--- config.mk ---
export PLATFORM = sky130hd
export DESIGN_NAME = instr_prefetch
export DESIGN_NICKNAME = d
export VERILOG_FILES = /design/src/rtl/cpu_pkg.sv /design/src/rtl/prefetch_fifo.sv /design/src/rtl/instr_prefetch.sv
export SDC_FILE = /design/constraint.sdc
export NUM_CORES = 1
export LEC_CHECK = 0
export CAP_MARGIN = 30
export CORE_MARGIN = 3
export CORE_UTILIZATION = 49
export CTS_BUF_LIST = sky130_fd_sc_hd__clkbuf_16
export CTS_CLUSTER_SIZE = 28
export DETAILED_ROUTE_END_ITERATION = 8
export GPL_TIMING_DRIVEN = 1
export HOLD_SLACK_MARGIN = 0.1
export PLACE_DENSITY = 0.68
export SLEW_MARGIN = 15
export SYNTH_ARGS = -nofsm -noshare
export SYNTH_HDL_FRONTEND = slang
export SYNTH_HIERARCHICAL = 1
export SYNTH_SLANG_ARGS = --single-unit
--- constraint.sdc ---
create_clock -name clk -period 16.9 [get_ports clk]
set_clock_uncertainty 0.15 [all_clocks]
set_input_delay 4.225 -clock clk [delete_from_list [all_inputs] [get_ports clk]]
set_output_delay 4.225 -clock clk [all_outputs]
set_load 0.02 [all_outputs]
--- src/rtl/cpu_pkg.sv ---
// ============================================================================
// Module : cpu_pkg
// Brief  : Shared types and helpers for the instruction prefetch unit.
// Rev    : 1.0  initial release
// ============================================================================
`default_nettype none

package cpu_pkg;

  localparam int ADDR_W_DEF = 32;
  localparam int DATA_W_DEF = 32;

  typedef struct packed {
    logic [ADDR_W_DEF-1:0] pc;
    logic [DATA_W_DEF-1:0] word;
  } fetch_entry_t;

  function automatic int clog2(input int value);
    int r;
    r = 0;
    for (int i = 0; i < 31; i++) begin
      if ((1 << i) < value) r = i + 1;
    end
    return r;
  endfunction

endpackage

`default_nettype wire

--- src/rtl/prefetch_fifo.sv ---
// ============================================================================
// Module : prefetch_fifo
// Brief  : DEPTH-entry synchronous FIFO of {pc, word} entries; flush beats push.
// Rev    : 1.0  initial release
// ============================================================================
`default_nettype none

module prefetch_fifo
  import cpu_pkg::*;
#(
  parameter int  DEPTH   = 4,
  parameter type entry_t = fetch_entry_t,
  localparam int IDX_W   = clog2(DEPTH),
  localparam int PTR_W   = IDX_W + 1
) (
  input  logic             clk,
  input  logic             reset,
  input  logic             push,
  input  logic             pop,
  input  logic             flush,
  input  entry_t           din,
  output entry_t           head,
  output logic [PTR_W-1:0] count,
  output logic             full,
  output logic             empty
);

  entry_t           mem_q [DEPTH];
  logic [PTR_W-1:0] wr_ptr_q, wr_ptr_d;
  logic [PTR_W-1:0] rd_ptr_q, rd_ptr_d;
  logic             push_ok;

  assign count = wr_ptr_q - rd_ptr_q;
  assign full  = (count == PTR_W'(DEPTH));
  assign empty = (count == '0);
  assign head  = mem_q[rd_ptr_q[IDX_W-1:0]];

  // A push into a full FIFO is only accepted when the head leaves in the same cycle.
  assign push_ok = push && (!full || pop);

  always_comb begin
    wr_ptr_d = wr_ptr_q;
    rd_ptr_d = rd_ptr_q;
    if (flush) begin
      rd_ptr_d = wr_ptr_q;
    end else begin
      if (push_ok)       wr_ptr_d = wr_ptr_q + PTR_W'(1);
      if (pop && !empty) rd_ptr_d = rd_ptr_q + PTR_W'(1);
    end
  end

  always_ff @(posedge clk or negedge reset) begin
    if (!reset) begin
      wr_ptr_q <= '0;
      rd_ptr_q <= '0;
    end else begin
      wr_ptr_q <= wr_ptr_d;
      rd_ptr_q <= rd_ptr_d;
    end
  end

  always_ff @(posedge clk) begin
    if (!flush && push_ok) mem_q[wr_ptr_q[IDX_W-1:0]] <= din;
  end

endmodule

`default_nettype wire

--- src/rtl/instr_prefetch.sv ---
// ============================================================================
// Module : instr_prefetch
// Brief  : Sequential instruction prefetcher between CPU fetch stage and bus.
// Rev    : 1.0  initial release
// ============================================================================
`default_nettype none

module instr_prefetch
  import cpu_pkg::*;
#(
  parameter int ADDR_W     = ADDR_W_DEF,
  parameter int DATA_W     = DATA_W_DEF,
  parameter int DEPTH      = 4,
  parameter int ADDR_SHIFT = 2,
  parameter int PC_STEP    = 4
) (
  input  logic              clk,
  input  logic              reset,
  input  logic [ADDR_W-1:0] addr,
  output logic              hit,
  output logic [DATA_W-1:0] q,
  input  logic              clear,
  input  logic              hold,
  output logic [ADDR_W-1:0] bus_addr,
  output logic [DATA_W-1:0] bus_data,
  output logic              bus_we,
  output logic              bus_start,
  input  logic [DATA_W-1:0] bus_q,
  input  logic              bus_done
);

  localparam int PTR_W = clog2(DEPTH) + 1;

  typedef struct packed {
    logic [ADDR_W-1:0] pc;
    logic [DATA_W-1:0] word;
  } entry_t;

  logic [ADDR_W-1:0] fetch_pc_q, fetch_pc_d;
  logic [ADDR_W-1:0] bus_addr_q, bus_addr_d;
  logic              outstanding_q, outstanding_d;
  logic              discard_q, discard_d;
  logic              need_sync_q, need_sync_d;

  logic              redirect, issue, push, pop, done_valid;
  entry_t            head, push_entry;
  logic [PTR_W-1:0]  fifo_count;
  logic              fifo_full, fifo_empty;

  prefetch_fifo #(
    .DEPTH   (DEPTH),
    .entry_t (entry_t)
  ) u_fifo (
    .clk   (clk),
    .reset (reset),
    .push  (push),
    .pop   (pop),
    .flush (redirect),
    .din   (push_entry),
    .head  (head),
    .count (fifo_count),
    .full  (fifo_full),
    .empty (fifo_empty)
  );

  always_comb begin
    hit = !clear && !need_sync_q && !fifo_empty && (head.pc == addr);
    q   = hit ? head.word : '0;
  end

  // Any mismatch between the CPU's PC and the buffered stream resyncs to addr;
  // a stalled CPU is never redirected so its head stays put.
  always_comb begin
    redirect   = clear || need_sync_q ||
                 ((fifo_count != '0) && (head.pc != addr) && !hold);
    pop        = hit && !hold;
    done_valid = bus_done && outstanding_q;
    push       = done_valid && !discard_q && !redirect;
    // Issue waits out a redirect so it always uses the resynced fetch_pc.
    issue      = !outstanding_q && !fifo_full && !redirect;
    push_entry = '{pc: fetch_pc_q, word: bus_q};
  end

  always_comb begin
    fetch_pc_d    = fetch_pc_q;
    bus_addr_d    = bus_addr_q;
    outstanding_d = outstanding_q;
    discard_d     = discard_q;
    need_sync_d   = need_sync_q;

    if (done_valid) begin
      outstanding_d = 1'b0;
      discard_d     = 1'b0;
      if (push) fetch_pc_d = fetch_pc_q + ADDR_W'(PC_STEP);
    end

    if (issue) begin
      outstanding_d = 1'b1;
      bus_addr_d    = fetch_pc_q >> ADDR_SHIFT;
    end

    // An in-flight read cannot be cancelled on the bus, so its data is tagged stale.
    if (redirect) begin
      fetch_pc_d  = addr;
      need_sync_d = 1'b0;
      if (outstanding_q && !bus_done) discard_d = 1'b1;
    end
  end

  always_ff @(posedge clk or negedge reset) begin
    if (!reset) begin
      fetch_pc_q    <= '0;
      bus_addr_q    <= '0;
      outstanding_q <= 1'b0;
      discard_q     <= 1'b0;
      need_sync_q   <= 1'b1;
    end else begin
      fetch_pc_q    <= fetch_pc_d;
      bus_addr_q    <= bus_addr_d;
      outstanding_q <= outstanding_d;
      discard_q     <= discard_d;
      need_sync_q   <= need_sync_d;
    end
  end

  assign bus_start = outstanding_q;
  assign bus_addr  = bus_addr_q;
  assign bus_data  = '0;
  assign bus_we    = 1'b0;

endmodule

`default_nettype wire

== Word level (Yosys, flattened, before mapping) ==
Memories as Yosys holds them, arrays and structs flattened.
Index checks and enable logic that the tools add are counted.

* Equal/unequal tests: 3
* Bitwise gates (word level): 1
* Reductions and logical operators: 35
* Muxes and demuxes: 13
* Add/subtract/negate cells: 4

{| class="wikitable"
|+ Operators with widths
! cell !! number
|-
| $mux 32 || 4
|-
| $add 32x3->32 const B || 1
|-
| $eq 32x32->1 || 1
|-
| $ne 32x32->1 || 1
|-
| $logic_and 1x1->1 || 15
|-
| $logic_not 1->1 || 9
|-
| $reduce_bool 2->1 || 4
|-
| $mux 1 || 7
|-
| $add 3x1->3 const B || 2
|-
| $mux 3 || 2
|-
| $reduce_and 2->1 || 2
|-
| $eq 3x3->1 const B || 1
|-
| $logic_not 3->1 || 1
|-
| $logic_or 1x1->1 || 3
|-
| $reduce_bool 3->1 || 1
|-
| $sub 3x3->3 || 1
|-
| $not 1->1 || 1
|}

* Bits in writable memories: 256
* Register bits after elaboration: 71
* Word-level logic and storage cells: 64
* Input port bits: 69
* Memories: 1

{| class="wikitable"
|+ Memories
! name !! depth !! bits a word !! read ports !! clocked after Yosys merged registers in !! write ports !! line !! RTL
|-
| u_fifo.mem_q || 4 || 64 || 1 || 0 || 1 || prefetch_fifo.sv:28 || <nowiki>entry_t mem_q [DEPTH];</nowiki>
|}

== Longest topological paths before layout ==
Gate-level depths: netlist (run 1).

* Word-level depth: 11
* Mapped depth: 14
* Mapped depth without buffers: 12

== By module ==
Netlist (run 1), hierarchy kept.

{| class="wikitable"
|+ By module, submodules not included
! module !! cells each !! seq. area each (um^2) !! times used !! area each (um^2)
|-
| prefetch_fifo || 382 || 7,837.5 || 1 || 9,674.3
|-
| instr_prefetch || 347 || 1,627.8 || 1 || 3,847.4
|}

== Least setup slack after synthesis (run 1) ==
OpenSTA, ideal clock, no wires.

* Path kind: input to output
* Start point: input port addr[15]
* End point: output port q[22]
* Arrival time: 5,819 ps
* Required time: 12,525 ps
* Slack: 6,706 ps
* Stages on the path: 7
* Cell sequence: xnor2_1 > nand4_1 > nor4_1 > nand2_1 > nor3_1 > clkbuf_1 > and2_1

* Cells in the longest elaborated chain, start to end: 3

{| class="wikitable"
|+ RTL lines
! what !! line !! RTL
|-
| start: declaration || instr_prefetch.sv:19 || <nowiki>input logic [ADDR_W-1:0] addr,</nowiki>
|-
| $eq 32x32->1 || instr_prefetch.sv:67 || <nowiki>hit = !clear && !need_sync_q && !fifo_empty && (head.pc == addr);</nowiki>
|-
| $logic_and 1x1->1 || instr_prefetch.sv:67 ||
|-
| net hit || instr_prefetch.sv:20 || <nowiki>output logic hit,</nowiki>
|-
| $mux 32 || instr_prefetch.sv:68 || <nowiki>q = hit ? head.word : '0;</nowiki>
|-
| end: declaration || instr_prefetch.sv:21 || <nowiki>output logic [DATA_W-1:0] q,</nowiki>
|}

The timed path passes the listed nets, and every way through them passes these cells.

== Worst setup path after layout (run 1) ==
* Start point: input port addr[0]
* End point: output port q[28]

* Cells in the longest elaborated chain, start to end: 3

{| class="wikitable"
|+ RTL lines
! what !! line
|-
| $eq 32x32->1 || instr_prefetch.sv:67
|-
| $logic_and 1x1->1 || instr_prefetch.sv:67
|-
| $mux 32 || instr_prefetch.sv:68
|}

Every way passes these cells.

==> impl_metrics.yaml, run 1 <==
route:
  drc: 0
  vias_per_cell: 5.51
  drt_pass1_iterations: 5
  wl_um: 27100
  drtIter0Drc: 561
  via_count: 6884
  wl_per_cell_um: 21.7
  antenna_left: 0
worst_setup_path:
  critPathKind: "primary input to output port"
  r2r_end: "u_fifo/mem_q[2][29]"
  cp_max_fo: 33
  critPathLaunchType: "primary input"
  r2r_setup_slack_ps: 11010
  cp.arrival_ps: 6970
  worstReg2RegStart: "u_fifo/rd_ptr_q[0]"
  r2r_cells: 14
  critPathRequiredTime_ps: 12530
  cp-end-kind: "output port"
yosys:
  synth-edff-count: 256
  synth_commonest_cells: "256 x edfxtp_1, 70 x dfrtp_1, 64 x mux4_2"
  seq_area_frac_synth: 0.700
  ys_types: 41
  netlist_instances: 729
  syn_area_per_cell_um2: 18.5
  synth_ff_type: "edfxtp_1"
  synth_area_leaders: "edfxtp_1 57%, dfrtp_1 13%, mux4_2 11%, mux2_2 5.2%, xnor2_1 3.7%"
  ys_warn_count: 6
  synth-seq-cells: 327
  synth_top_area_frac: 0.569
  synth_top_area_cell: "edfxtp_1"
  yosysMostFrequentCell: "edfxtp_1"
  async_flop_share: 0.217
  syn_area_um2: 13500
power:
  power.leakage_nw: 5.67
  power.internal_mw: 1.69
  p_seq_frac: 0.445
  swShare: 0.280
  combPwrFrac: 0.252
  vdd_ir_drop_max_mv: 0.0820
  p_clk_frac: 0.303
  powerDensity_nw_per_um2: 144
  p_switching_mw: 0.659
placement:
  gp_congestion: 0.733
  hpwlAfterDp_um: 16700
  dpl.cell_count: 1185
  post-place-ws_ps: 5530
  io_buffer_count: 132
  placed_area_um2: 15100
cells_and_area:
  final_net_count: 960
  drive_gt1_frac: 0.222
  final_cells: 1250
  antenna_cells: 0
  nFillCells: 1970
  syn_to_final_growth_pct: 20.5
  final_area_um2: 16300
global_routing:
  antenna_found_initial: 1
  grt_max_degree: 72
  grt_pass1_vias: 7177
  grt_pass1_wl_um: 41300
  gr-total-overflow: 0
  grtUsageTotal: 0.184
timing:
  setup_violations: 0
  fin_ws_ps: 5550
  tightest_slew_ps: 852
  period_needed_ps: 11350
  rsz0062_at_grt: "no"
  fmax_mhz: 88.1
  hold_viol_final: 0
  tns_ps: 0
  relSlewSlack: 0.432
  slew_viol_final: 0
  finalCritPeriodShare: 0.671
clock_tree:
  path_clk_slew_ps: 60
  cts_root_buffer: "clkbuf_16"
  cts_tree: "done"
  post_cts_resized: 0
  htree_num_levels: 2
  hold_buffers: 0
  cts_setup_buffers: 0
  clk_latency_ps: 500
  clock_sink_count: 327
  clockBufferDepth: 3
  cts_made_buffers: 34
min_path:
  min_path_cells: 1
  min_path_type: "flip-flop to flip-flop"
  holdPathEnd: "bus_addr[21]"
  hp-start: "bus_addr[21]"
floorplan:
  die_w_um: 172
  rows: 60
  start_util: 0.500
  pin_count: 168
  coreArea_um2: 27000
  die_h_um: 172
  die-area_um2: 29600
status:
  status: "finished, final reports clean"
run:
  cap_violations: 0
## critical path, cell delays in order
cell             delay [ps]
clkdlybuf4s50_1         440
xnor2_1                 370
nand4_1                 140
nor4_1                  290
nand2_1                 230
nor3_2                  140
buf_4                   320
and2_1                  190
clkdlybuf4s50_1         600
## layout by cell type (no fill, tap or decap), types with 2 or more instances in the layout
master,n
nor3_1,2
mux2_2,63
nand2b_1,2
xnor2_1,57
nand2_1,18
buf_4,9
clkbuf_16,37
and2_1,36
clkinv_1,8
clkdlybuf4s50_1,131
nor2_1,6
o21ai_1,2
o21ai_0,5
nand3_1,15
xor2_1,7
ha_1,7
and3_1,7
and4_1,2
edfxtp_1,256
nand4_1,15
dfrtp_1,68
mux4_2,64
mux2i_1,2
nor4_1,3
clkinv_2,8
and2_2,3
bufinv_16,2
buf_16,4
conb_1,36
inv_1,15
## cell families (layout without fill, tap and decap cells)
kind of cell | count (synthesis) | after routing | synth area share
simple gates | 115 | 115 | 0.0483
compound gates | 13 | 13 | 0.00759
fa+ha+maj | 8 | 8 | 0.00796
other cells | 1 | 36 | 0.000277
xor+xnor | 65 | 65 | 0.0433
buf+inv | 71 | 216 | 0.0320
flops | 327 | 327 | 0.700
mux | 129 | 129 | 0.161
## state kept, by name (all words and copies together), names as in the netlist, named ones only
signal / cells
u_fifo/wr_ptr_q: 3
u_fifo/mem_q: 256
bus_addr: 30
u_fifo/rd_ptr_q: 3
bus_start: 1
need_sync_q: 1
fetch_pc_q: 32
## metal layers
| layer | GRT usage | up-vias | routed length, µm |
|---|---|---|---|
| li1 | - | 3050 | - |
| met1 | 0.254 | 3581 | 11600 |
| met2 | 0.310 | 211 | 13700 |
| met3 | 0.0277 | 40 | 1300 |
| met4 | 0.0535 | 2 | 566 |
| met5 | 0 | - | 10 |
## through the flow
| step | total power [mW] | utilization | hold WS (ps) |
|---|---|---|---|
| detailed placement | 1.66 | 0.560 | 343 |
| global placement | 1.64 | 0.558 | 331 |
| CTS | 2.38 | 0.600 | 356 |
| floorplan | 1.46 | - | 321 |
| finish | 2.35 | 0.603 | 353 |
| global route | 2.46 | 0.603 | 375 |
## layout make-up
cell class	instances	area [µm²]	share of cell area
clock buffers	37	926	0.0568
clock inverters	25	160	0.00983
inverters	9	33.8	0.00207
multi-input cells	366	3770	0.231
flip-flops and latches	327	9470	0.581
well taps	341	427	0.0262
repair buffers	145	1510	0.0926
## how the worst max path moves through the flow
stage | startpoint | endpoint | slack [ps] | cells past startpoint
floorplan | addr[15] | q[22] | 6710 | 7
global placement | addr[11] | q[6] | 5640 | 9
detailed placement | addr[0] | q[28] | 5530 | 9
CTS | addr[0] | q[28] | 5520 | 9
global route | addr[18] | q[28] | 5380 | 9
finish | addr[0] | q[28] | 5550 | 9
## power by group through the flow
stage	clock network, mW	registers (mW)	logic, mW
4_1_cts	0.731	1.05	0.601
2_1_floorplan	0	1.07	0.389
3_3_place_gp	0	1.06	0.585
6_report	0.713	1.05	0.592
5_1_grt	0.766	1.06	0.635
3_5_place_dp	0	1.06	0.596
(Power assumes the default switching activity.)
==> run 2, diff against run 1 <==
Clock period 16.9 ns to 10.8 ns, I/O delays scaled along.
==> run 2 against run 1 <==
Compared with the run above: sequential share of layout area barely moved; register-to-register slack got worse by 6000 ps; first-iteration DRC count fell by 4.5%; non-clock buffer count did not move; hold slack got worse by 1.4 ps; critical endpoint is now q[27]; largest power group unchanged; worst setup slack got worse by 3000 ps; total power rose by 57%; die area did not move; utilization barely moved.
==> impl_metrics.yaml, run 2 (synthesis gave the netlist of run 1 again) <==
cells_and_area:
  syn_to_final_growth_pct: 20.5
  final_common_cell: "edfxtp_1"
  antenna_cells: 0
  final_area_um2: 16300
  largest_reg_flops: 256
  final_net_count: 961
  drive_gt1_frac: 0.220
  nFillCells: 1994
  layout_common_cells: "256 x edfxtp_1, 131 x clkdlybuf4s50_1, 68 x dfrtp_1"
timing:
  fmax_mhz: 121
  whs_ps: 352
  relSlewSlack: 0.454
  period_needed_ps: 8290
  slew_viol_final: 0
  hold_viol_final: 0
  setup_violations: 0
  finalCritPeriodShare: 0.768
  rsz0062_at_grt: "no"
  tns_ps: 0
  tightest_slew_ps: 812
global_routing:
  grt_pass1_vias: 7296
  antenna_found_initial: 1
  grt_max_degree: 49
  grtUsageTotal: 0.190
  gr-total-overflow: 0
  grt_pass1_wl_um: 42500
clock_tree:
  clk_latency_ps: 510
  cts_tree: "done"
  hold_buffers: 0
  htree_num_levels: 2
  clock_sink_count: 327
  cts_setup_buffers: 0
  post_cts_resized: 0
  clockBufferDepth: 3
  path_clk_slew_ps: 60
  cts_root_buffer: "clkbuf_16"
  cts_made_buffers: 35
worst_setup_path:
  slowest_delay_ps: 620
  path_cells: "clkdlybuf4s50_1, xnor2_1, nand4_1, nor4_1, nand2_1, nor3_2, buf_4, and2_1, clkdlybuf4s50_1"
  cp.arrival_ps: 5440
  cp_top_family: "buffers and inverters"
  cp-end-kind: "output port"
  cp_max_fo: 33
  path_common_cell: "clkdlybuf4s50_1"
  critPathKind: "primary input to output port"
  cp_num_buf_inv: 3
  crit_slowest_cell: "clkdlybuf4s50_1"
  critPathRequiredTime_ps: 7950
  critPathLaunchType: "primary input"
min_path:
  min_path_type: "flip-flop to flip-flop"
route:
  wl_um: 27700
  vias_per_cell: 5.51
  antenna_left: 0
  via_count: 6887
  drt_pass1_iterations: 4
  wl_per_cell_um: 22.1
  drc: 0
  drtIter0Drc: 536
floorplan:
  die_w_um: 172
  rows: 60
  die-area_um2: 29600
  start_util: 0.500
  pin_count: 168
  die_h_um: 172
  coreArea_um2: 27000
placement:
  io_buffer_count: 132
  hpwlAfterDp_um: 17700
  placed_area_um2: 15200
  gp_congestion: 0.736
run:
  cap_violations: 0
power:
  power.leakage_nw: 5.68
  powerDensity_nw_per_um2: 227
  vdd_ir_drop_max_mv: 0.140
status:
  status: "finished, final reports clean"
## run 2: cell types whose count changed in the layout (fill, tap and decap cells not counted), sizes merged
cell,delta
clkinv,-2
inv,+3
## run 2: cell type report
type	count	area, µm²	share of cell area
clock inverter	26	161	0.00991
clock buffer	37	926	0.0568
timing repair buffer	145	1500	0.0922
tap	341	427	0.0262
multi-input combinational	366	3770	0.232
sequential	327	9470	0.581
inverter	9	33.8	0.00207
## run 2: metal layers
metal | vias to the layer above | wire, µm | GRT usage
li1 | 3057 | - | -
met4 | 2 | 652 | 0.0548
met5 | - | 10 | 0
met2 | 198 | 13900 | 0.314
met3 | 48 | 1570 | 0.0382
met1 | 3582 | 11600 | 0.260
## run 2: power by group
| group | internal [mW] | switching (mW) |
|---|---|---|
| Sequential | 1.49 | 0.129 |
| Clock | 0.664 | 0.461 |
| Combinational | 0.497 | 0.450 |
## run 2: through the flow
stage	util	power (mW)	setup slack, ps	std cells
floorplan	-	2.28	3660	764
global placement	0.558	2.57	2590	1183
detailed placement	0.562	2.59	2500	1187
CTS	0.602	3.73	2480	1250
global route	0.603	3.87	2280	1251
finish	0.603	3.69	2510	1251
## run 2: worst paths after layout
| kind | start | endpoint | slack, ps | cells after the start |
|---|---|---|---|---|
| worst max-delay path | addr[2] | q[27] | 2510 | 9 |
| max in group asynchronous | reset | need_sync_q | 7830 | 2 |
| worst min-delay path | bus_addr[23] | bus_addr[23] | 350 | 1 |
| worst max register to register | u_fifo/rd_ptr_q[1] | u_fifo/mem_q[0][5] | 5010 | 13 |
| worst min register to register | bus_addr[23] | bus_addr[23] | 350 | 1 |
| min in group asynchronous | reset | bus_addr[9] | 2010 | 1 |
## run 2: worst reg2reg max path, stage by stage (launching register included)
cell and delay [ps]:
dfrtp_2 730, buf_4 730, mux4_2 430, xnor2_1 270, nand4_1 130, nor4_1 320, nand2_1 220, a21oi_4 180
buf_4 470, and2_1 210, nand2b_1 80, a41oi_4 270, and2_2 740, buf_4 500
